==> src/rtl/vga_sync_decoder.sv <==
// vga_sync_decoder: recovers pixel coordinates from an incoming HS/VS/RGB stream and tracks timing lock.
// Ports: in_clock/in_reset (sync, active-low), in_pixel_stb qualifies every sample,
//        in_hsync/in_vsync active-low syncs, in_r/g/b colour in; out_x/out_y/out_r/g/b pixel
//        out, out_pixel_valid/out_frame_start one-clock pulses, out_locked, out_err_count (saturating).
module vga_sync_decoder #(
    parameter int H_SYNC      = 96,
    parameter int H_BP        = 48,
    parameter int H_ACTIVE    = 640,
    parameter int H_TOTAL     = 800,
    parameter int V_SYNC      = 2,
    parameter int V_BP        = 33,
    parameter int V_ACTIVE    = 480,
    parameter int V_TOTAL     = 525,
    parameter int LOCK_FRAMES = 2
) (
    input  logic       in_clock,
    input  logic       in_reset,
    input  logic       in_pixel_stb,
    input  logic       in_hsync,
    input  logic       in_vsync,
    input  logic [3:0] in_r,
    input  logic [3:0] in_g,
    input  logic [3:0] in_b,
    output logic [9:0] out_x,
    output logic [8:0] out_y,
    output logic [3:0] out_r,
    output logic [3:0] out_g,
    output logic [3:0] out_b,
    output logic       out_pixel_valid,
    output logic       out_frame_start,
    output logic       out_locked,
    output logic [7:0] out_err_count
);
    localparam logic [9:0] H_END  = 10'(H_TOTAL - 1);
    localparam logic [9:0] V_END  = 10'(V_TOTAL - 1);
    localparam logic [9:0] H_SW   = 10'(H_SYNC);
    localparam logic [9:0] HA0    = 10'(H_SYNC + H_BP);
    localparam logic [9:0] HA1    = 10'(H_SYNC + H_BP + H_ACTIVE);
    localparam logic [9:0] VA0    = 10'(V_SYNC + V_BP);
    localparam logic [9:0] VA1    = 10'(V_SYNC + V_BP + V_ACTIVE);
    localparam logic [7:0] GF_END = 8'(LOCK_FRAMES);

    typedef enum logic [1:0] {SEARCH, LINE, FRAME, LOCKED} state_t;

    state_t     state, state_nx;
    logic [7:0] gf, gf_nx;
    logic [9:0] hcnt, vcnt, hcnt_nx, vcnt_nx;
    logic       prev_hs, prev_vs, vs_pend;
    logic       hs_fall, hs_rise, vs_fall, f_start, err, h_act, v_act;

    assign hs_fall = prev_hs & ~in_hsync;
    assign hs_rise = ~prev_hs & in_hsync;
    assign vs_fall = prev_vs & ~in_vsync;
    // a pending (or simultaneous) vsync fall is only acted on at a line start
    assign f_start = hs_fall & (vs_pend | vs_fall);
    assign hcnt_nx = hs_fall ? '0 : (&hcnt) ? hcnt : hcnt + 10'd1;
    assign vcnt_nx = f_start ? '0 : hs_fall ? vcnt + 10'd1 : vcnt;
    // sync width is judged on the post-update count, i.e. the strobe index within the line;
    // the frame-length check is skipped in LINE because that frame started unaligned
    assign err = (state != SEARCH) &&
                 ((hs_fall && hcnt != H_END) ||
                  (hs_rise && hcnt_nx != H_SW) ||
                  (!hs_fall && hcnt == 10'd1022) ||
                  (state != LINE && f_start && vcnt != V_END));
    assign h_act = hcnt_nx >= HA0 && hcnt_nx < HA1;
    assign v_act = vcnt_nx >= VA0 && vcnt_nx < VA1;

    always_comb begin
        state_nx = state;
        gf_nx    = gf;
        if (err) state_nx = SEARCH;
        else if (state == SEARCH && hs_fall) state_nx = LINE;
        else if (state == LINE && f_start) begin
            state_nx = FRAME;
            gf_nx    = '0;
        end else if (state == FRAME && f_start) begin
            gf_nx    = gf + 8'd1;
            state_nx = (gf_nx == GF_END) ? LOCKED : FRAME;
        end
    end

    always_ff @(posedge in_clock) begin
        if (!in_reset) begin
            state           <= SEARCH;
            gf              <= '0;
            hcnt            <= '0;
            vcnt            <= '0;
            prev_hs         <= 1'b1;
            prev_vs         <= 1'b1;
            vs_pend         <= 1'b0;
            out_x           <= '0;
            out_y           <= '0;
            out_r           <= '0;
            out_g           <= '0;
            out_b           <= '0;
            out_pixel_valid <= 1'b0;
            out_frame_start <= 1'b0;
            out_locked      <= 1'b0;
            out_err_count   <= '0;
        end else begin
            out_pixel_valid <= 1'b0;
            out_frame_start <= 1'b0;
            if (in_pixel_stb) begin
                state           <= state_nx;
                gf              <= gf_nx;
                hcnt            <= hcnt_nx;
                vcnt            <= vcnt_nx;
                prev_hs         <= in_hsync;
                prev_vs         <= in_vsync;
                vs_pend         <= ~f_start & (vs_pend | vs_fall);
                out_err_count   <= (err && out_err_count != 8'hFF) ? out_err_count + 8'd1 : out_err_count;
                out_locked      <= state_nx == LOCKED;
                out_pixel_valid <= state_nx == LOCKED && h_act && v_act;
                out_frame_start <= f_start;
                out_x           <= hcnt_nx - HA0;
                out_y           <= 9'(vcnt_nx - VA0);
                out_r           <= in_r;
                out_g           <= in_g;
                out_b           <= in_b;
            end
        end
    end
endmodule

==> config.mk <==
export PLATFORM = sky130hd
export DESIGN_NAME = vga_sync_decoder
export DESIGN_NICKNAME = d
export VERILOG_FILES = /design/src/rtl/vga_sync_decoder.sv
export SDC_FILE = /design/constraint.sdc
export NUM_CORES = 1
export LEC_CHECK = 0
export ABC_CLOCK_PERIOD_IN_PS = 3400
export CORE_ASPECT_RATIO = 1.1
export CORE_UTILIZATION = 30
export CTS_CLUSTER_DIAMETER = 100
export CTS_CLUSTER_SIZE = 12
export DETAILED_ROUTE_END_ITERATION = 8
export PLACE_DENSITY = 0.58
export SLEW_MARGIN = 10
export SYNTH_ARGS = -nofsm -noshare
export SYNTH_HDL_FRONTEND = slang
export SYNTH_SLANG_ARGS = --single-unit
==> constraint.sdc <==
create_clock -name in_clock -period 3.4 [get_ports in_clock]
set_input_delay 0.51 -clock in_clock [delete_from_list [all_inputs] [get_ports in_clock]]
set_output_delay 0.51 -clock in_clock [all_outputs]
set_load 0.02 [all_outputs]
==> metrics.yaml, run 1 <==
status:
  status: "complete, but fails checks"
  violations: "design-rule violations"
global_routing:
  antenna_found_initial: 0
  track_usage_pct: 15.8
  grt_max_degree: 35
  grt-ovfl-total: 0
  grt_pass1_wl_um: 17300
  first_global_vias: 3540
setup_path:
  cp_data_required_time_ns: 3.66
  cp_max_fo: 9
  worstSetupPathType: "flop to flop"
  rr_endpoint: "gf[5]"
  ff2ff_setup_slack_ns: 0.32
  worstReg2RegStart: "out_x[1]"
  critPathCaptureType: "flop"
  arrival_ns: 3.34
  crit_path_start_kind: "flop"
  crit_path_start: "out_x[1]"
  crit_end: "gf[5]"
  reg2regPathDepth: 9
timing:
  holdWs_ns: 0.469
  period_minus_slack_ns: 3.08
  worst_pin_slew_ns: 0.554
  max_freq_ghz: 0.325
  finalMaxSlewViolations: 0
  hold_violations: 0
  fin_crit_sh_pct: 90.6
  finalSetupViolations: 0
  tns_ns: 0
  relSlewSlack_pct: 62.7
  finalClockSkew_ns: 0.0129
  rsz0062_at_grt: "no"
yosys:
  syn_area_per_cell_um2: 8.19
  synth_top_flop_cell: "dfxtp_1"
  synth_cell_types: 64
  yosysSeqAreaShare_pct: 35.5
  syn_nets: 516
  synth_edf_count: 0
  syn-cell-area_um2: 4000
  async_flop_share_pct: 0
  synth_seq_cells: 71
  ys.warnings.count: 0
  synth_cells: 488
die:
  core_area_um2: 12800
  row_count: 43
  start_util_pct: 31.2
  chipHeight_um: 123
  ioPinCount: 59
  die_w_um: 112
  die_area_um2: 13800
clock_network:
  clock-sinks: 71
  clockBufferDepth: 2
  cts_tree: "yes"
  clock_latency_ns: 0.34
  root_buffer: "clkbuf_16"
  cts_setup_buffers: 0
  clk_pin_slew_ns: 0.06
  htree_levels: 3
  cts_resized: 0
  hold_buffers: 0
  cts_buffers: 9
placement:
  placed_area_um2: 4720
  dp_hpwl_um: 7060
  place_congestion: 0.832
  port_buffers: 58
final_layout:
  nFillCells: 1292
  area.sequential_um2: 1420
  area_delta_synth_final_pct: 26.7
  nNetsFinal: 568
  drive_gt1_share_pct: 8.81
  diodes: 0
  stdcell_area_um2: 5070
  multi_input_area_um2: 2370
routing:
  detail_route.first_pass.iterations: 6
  ant_nets: 0
  drc: 3
  route.vias.total: 3667
  drt-total-wl_um: 10200
  drt-vias-per-instance: 5.22
  wire_per_inst_um: 14.6
  drtIter0Drc: 209
power:
  p_leak_uw: 0.00192
  ir_drop_mv: 0.178
  p_per_area_nw_per_um2: 440
  power_uw: 2230
worst_hold_path:
  hold_path_class: "flop to flop"
run:
  max_cap_viol_count: 0
## cell type report
type,instances,area share (%)
well taps,157,3.88
clock inverters,7,2.37
flip-flops and latches,71,28.1
inverters,12,0.889
multi-input cells,373,46.8
repair buffers,73,13.6
clock buffers,9,4.45
## worst min path at each step
stage / startpoint / end / slack (ns) / cells after the start
3_3_place_gp: out_locked / out_locked / 0.44 / 2
2_1_floorplan: prev_vs / prev_vs / 0.43 / 2
4_1_cts: out_locked / out_locked / 0.46 / 2
3_5_place_dp: out_locked / out_locked / 0.44 / 2
5_1_grt: vcnt[8] / vcnt[8] / 0.50 / 2
6_report: out_locked / out_locked / 0.47 / 2
## power by group
group	leakage, uW	switching [uW]	internal, uW
Combinational	0.00117	137	111
Clock	0.000166	377	719
Sequential	0.000580	22.4	861
Total	0.00192	536	1690
## layer usage
layer	GRT usage (%)	wire length (um)	share of wire [%]
met4	6.92	193	1.9
met3	4.26	618	6.0
met2	26.1	4710	46
met5	0	0	0
met1	19.3	4710	46
## cells in the final DEF (no fill, tap or decap), drive strengths merged, types with 8 or more instances in the layout
cell type and instances:
nor2 79, dfxtp 71, clkdlybuf4s50 57, nand2 42
mux2i 34, a21oi 30, nand3 18, buf 16
o21ai 15, xnor2 15, nor3 14, inv 12
ha 11, a211oi 10, clkbuf 9, nand4 8
xor2 8
## through the flow
stage,cells,utilization (%),setup WS (ns)
after CTS,702,39.6,0.319
after detailed placement,686,36.9,0.233
final,702,39.6,0.320
after floorplan,488,-,0.713
after global placement,686,36.9,0.326
after global routing,702,39.6,0.0529
## state kept, by name (all words and copies together) (netlist names)
| signal | count |
|---|---|
| out_x | 10 |
| vcnt | 10 |
| out_y | 9 |
| gf | 8 |
| out_err_count | 8 |
| hcnt | 6 |
| out_b | 4 |
| out_g | 4 |
| out_r | 4 |
| state | 2 |
| out_frame_start | 1 |
| out_locked | 1 |
| out_pixel_valid | 1 |
| prev_hs | 1 |
| prev_vs | 1 |
| vs_pend | 1 |
## kinds of logic after synthesis
family	synth area share [%]
fa+ha+maj	3.44
xor+xnor	5.04
flops	35.5
simple gates	24.9
mux	9.07
compound gates	16.8
buf+inv	5.19
## Yosys cell counts (4+ instances only)
| master | n | share of area (%) |
|---|---|---|
| nor2_1 | 79 | 7.4 |
| dfxtp_1 | 71 | 36 |
| nand2_1 | 42 | 3.9 |
| mux2i_1 | 34 | 8.5 |
| a21oi_1 | 29 | 3.6 |
| clkbuf_1 | 19 | 1.8 |
| nand3_1 | 18 | 2.3 |
| o21ai_0 | 15 | 1.9 |
| xnor2_1 | 15 | 3.3 |
| inv_1 | 12 | 1.1 |
| nor3_1 | 12 | 1.5 |
| ha_1 | 11 | 3.4 |
| a211oi_1 | 9 | 1.7 |
| nand4_1 | 8 | 1.3 |
| xor2_1 | 8 | 1.8 |
| a31oi_1 | 7 | 1.1 |
| and3_1 | 7 | 1.1 |
| and2_1 | 6 | 0.94 |
| buf_4 | 6 | 1.1 |
| nand2b_1 | 6 | 0.94 |
| nor2b_1 | 4 | 0.63 |
| nor4_1 | 4 | 0.63 |
## critical path, cell delays in order (launching register included)
cell	delay (ns)
dfxtp_1	0.42
ha_1	0.35
and4_1	0.42
a31oi_1	0.13
a41oi_1	0.33
o31a_1	0.38
and4_1	0.26
nand2_1	0.12
or4_1	0.41
a21oi_1	0.17
Power figures use the tool's default switching activity.
==> run 2: changes to the inputs <==
- CORE_MARGIN: not set -> 2
==> run 2 against run 1 <==
Against the previous run:
- the flow now finishes without violations
- hold slack got worse by 0.014 ns
- cell count grew 0.57%
- maximum frequency down 3.6%
- routed wire length rose by 0.38%
- critical path depth stayed put
- global-route usage is 0.74 points lower
- clock-buffer cell count up 1
- sequential cell count unchanged
- worst setup slack worse by 0.12 ns
- cell area down 0.57%
- largest power group unchanged
==> metrics.yaml, run 2 (synthesized netlist as in run 1, its figures left out) <==
worst_hold_path:
  hold_path_class: "flop to flop"
routing:
  route.vias.total: 3654  # -0.35%
  drt-total-wl_um: 10300  # +0.38%
  drtIter0Drc: 208  # -0.48%
  drc: 0  # -3
  ant_nets: 0  # unchanged
  wire_per_inst_um: 14.5  # -0.19%
  drt-vias-per-instance: 5.18  # -0.92%
  detail_route.first_pass.iterations: 4  # -2
global_routing:
  grt_max_degree: 44  # +26%
  antenna_found_initial: 0  # unchanged
  grt-ovfl-total: 0  # unchanged
  grt_pass1_wl_um: 17200  # -0.24%
  first_global_vias: 3472  # -1.9%
  track_usage_pct: 15.0  # -0.74 points
setup_path:
  critPathBufInv: 0  # unchanged
  crit_path_start_kind: "flop"
  critPathCaptureType: "flop"
  crit_chain: "ha_1 > and4_1 > nand3_1 > a31oi_1 > ha_1 > a41o_2 > nand2_1 > or4b_1 > nor3_2"
  max_stage_delay_ns: 0.58  # +0.16 ns
  cp_max_fo: 9  # unchanged
  cpMostUsedCell: "ha_1"
  cp_top_family: "simple AND/OR/NAND/NOR gates"
  cp_slowest_cell: "or4b_1"
  arrival_ns: 3.46  # +0.12 ns
  worstSetupPathType: "flop to flop"
  cp_data_required_time_ns: 3.66  # about the same
final_layout:
  nNetsFinal: 568  # unchanged
  layoutNonFillerInstCount: 706  # +0.57%
  layout_commonest_cell: "nor2_1"
  largestRegisters: "out_x (10), vcnt (10), out_y (9)"
  diodes: 0  # unchanged
  nFillCells: 1335  # +3.3%
  area_delta_synth_final_pct: 26.0
  post-route-util_pct: 38.4  # -1.1 points
  drive_gt1_share_pct: 8.81  # unchanged
  mostFrequentLayoutCells: "nor2_1, dfxtp_1, clkdlybuf4s50_1, nand2_1, mux2i_1"
power:
  ir_drop_mv: 0.243  # +36%
  p_leak_uw: 0.00190  # -0.70%
  p_per_area_nw_per_um2: 413  # -6.1%
clock_network:
  htree_levels: 3  # unchanged
  cts_tree: "yes"
  clk_pin_slew_ns: 0.06  # about the same
  root_buffer: "clkbuf_16"
  cts_buffers: 9  # unchanged
  clock-sinks: 71  # unchanged
  clock_latency_ns: 0.33  # about the same
  cts_resized: 0  # unchanged
  cts_setup_buffers: 0  # unchanged
  hold_buffers: 0  # unchanged
  clockBufferDepth: 2  # unchanged
timing:
  worst_slack_ns: 0.205  # -0.116 ns
  tns_ns: 0  # unchanged
  finalClockSkew_ns: 0.00495  # -0.00795 ns
  relSlewSlack_pct: 63.1  # +0.40 points
  finalSetupViolations: 0  # unchanged
  period_minus_slack_ns: 3.20  # +0.116 ns
  finalMaxSlewViolations: 0  # unchanged
  hold_violations: 0  # unchanged
  rsz0062_at_grt: "no"
  worst_pin_slew_ns: 0.548  # -0.00600 ns
  fin_crit_sh_pct: 94.0  # +3.4 points
  max_freq_ghz: 0.313  # -3.6%
die:
  start_util_pct: 30.5  # -0.71 points
  die_area_um2: 14300  # +3.4%
  chipHeight_um: 125  # +1.6%
  die_w_um: 114  # +1.8%
  core_area_um2: 13100  # +2.3%
  row_count: 44  # +2.3%
  ioPinCount: 59  # unchanged
placement:
  dp_hpwl_um: 7190  # +1.9%
  place_inst: 690  # +0.58%
  place_congestion: 0.860  # +3.3%
  dp_slack_ns: 0.178  # -0.0553 ns
  port_buffers: 58  # unchanged
run:
  max_cap_viol_count: 0  # unchanged
status:
  status: "finished clean"
==> run 2: cell count changes in the layout (fill, tap and decap cells not counted) <==
| cell | previous run | this run |
|---|---|---|
| clkinv_4 | 1 | 0 |
| inv_1 | 11 | 12 |
| bufinv_16 | 3 | 1 |
| buf_4 | 15 | 14 |
| clkinvlp_4 | 1 | 2 |
| clkinv_1 | 1 | 0 |
| buf_12 | 0 | 1 |
| clkinv_2 | 1 | 3 |
| clkbuf_8 | 0 | 1 |
| inv_6 | 1 | 0 |
==> run 2: path summary, 6_finish.rpt <==
kind	start	endpoint	slack, ns	cells past startpoint
setup / recovery	out_x[1]	out_pixel_valid	0.20	9
hold / removal	out_locked	out_locked	0.46	2
setup reg to reg	out_x[1]	out_pixel_valid	0.20	9
hold reg to reg	out_locked	out_locked	0.46	2
==> run 2: metrics by stage <==
stage | instance area (um^2) | total power, uW | hold slack (ns)
2_1_floorplan | 4000 | 1040 | 0.433
3_3_place_gp | 4740 | 1150 | 0.441
3_5_place_dp | 4740 | 1150 | 0.439
4_1_cts | 5040 | 2110 | 0.453
5_1_grt | 5040 | 2170 | 0.493
6_report | 5040 | 2080 | 0.455
==> run 2: final cells by class <==
| type | instances | area [um^2] | share of cell area (%) |
|---|---|---|---|
| Inverter | 12 | 45.0 | 0.894 |
| Multi-Input combinational cell | 373 | 2370 | 47.0 |
| Sequential cell | 71 | 1420 | 28.2 |
| Clock inverter | 6 | 60.1 | 1.19 |
| Clock buffer | 10 | 239 | 4.74 |
| Timing Repair Buffer | 73 | 701 | 13.9 |
| Tap cell | 161 | 201 | 4.00 |
==> run 2: worst register-to-register path: stages (launching register included) <==
cell	delay, ns
dfxtp_1	0.43
ha_1	0.36
and4_1	0.45
nand3_1	0.18
a31oi_1	0.37
ha_1	0.22
a41o_2	0.26
nand2_1	0.09
or4b_1	0.58
nor3_2	0.19
==> run 2: power by group <==
group,internal [uW],switching (uW)
sequential,861,22.5
combinational,112,137
clock,584,364
total,1560,523
==> run 2: metal layers <==
layer  vias up  GRT usage (%)  wire (um)
met2       113           22.9       4570
li1       1845              -          -
met3        17           4.36        681
met1      1679           19.6       4780
met4         0           6.74        239
met5         -              0          0
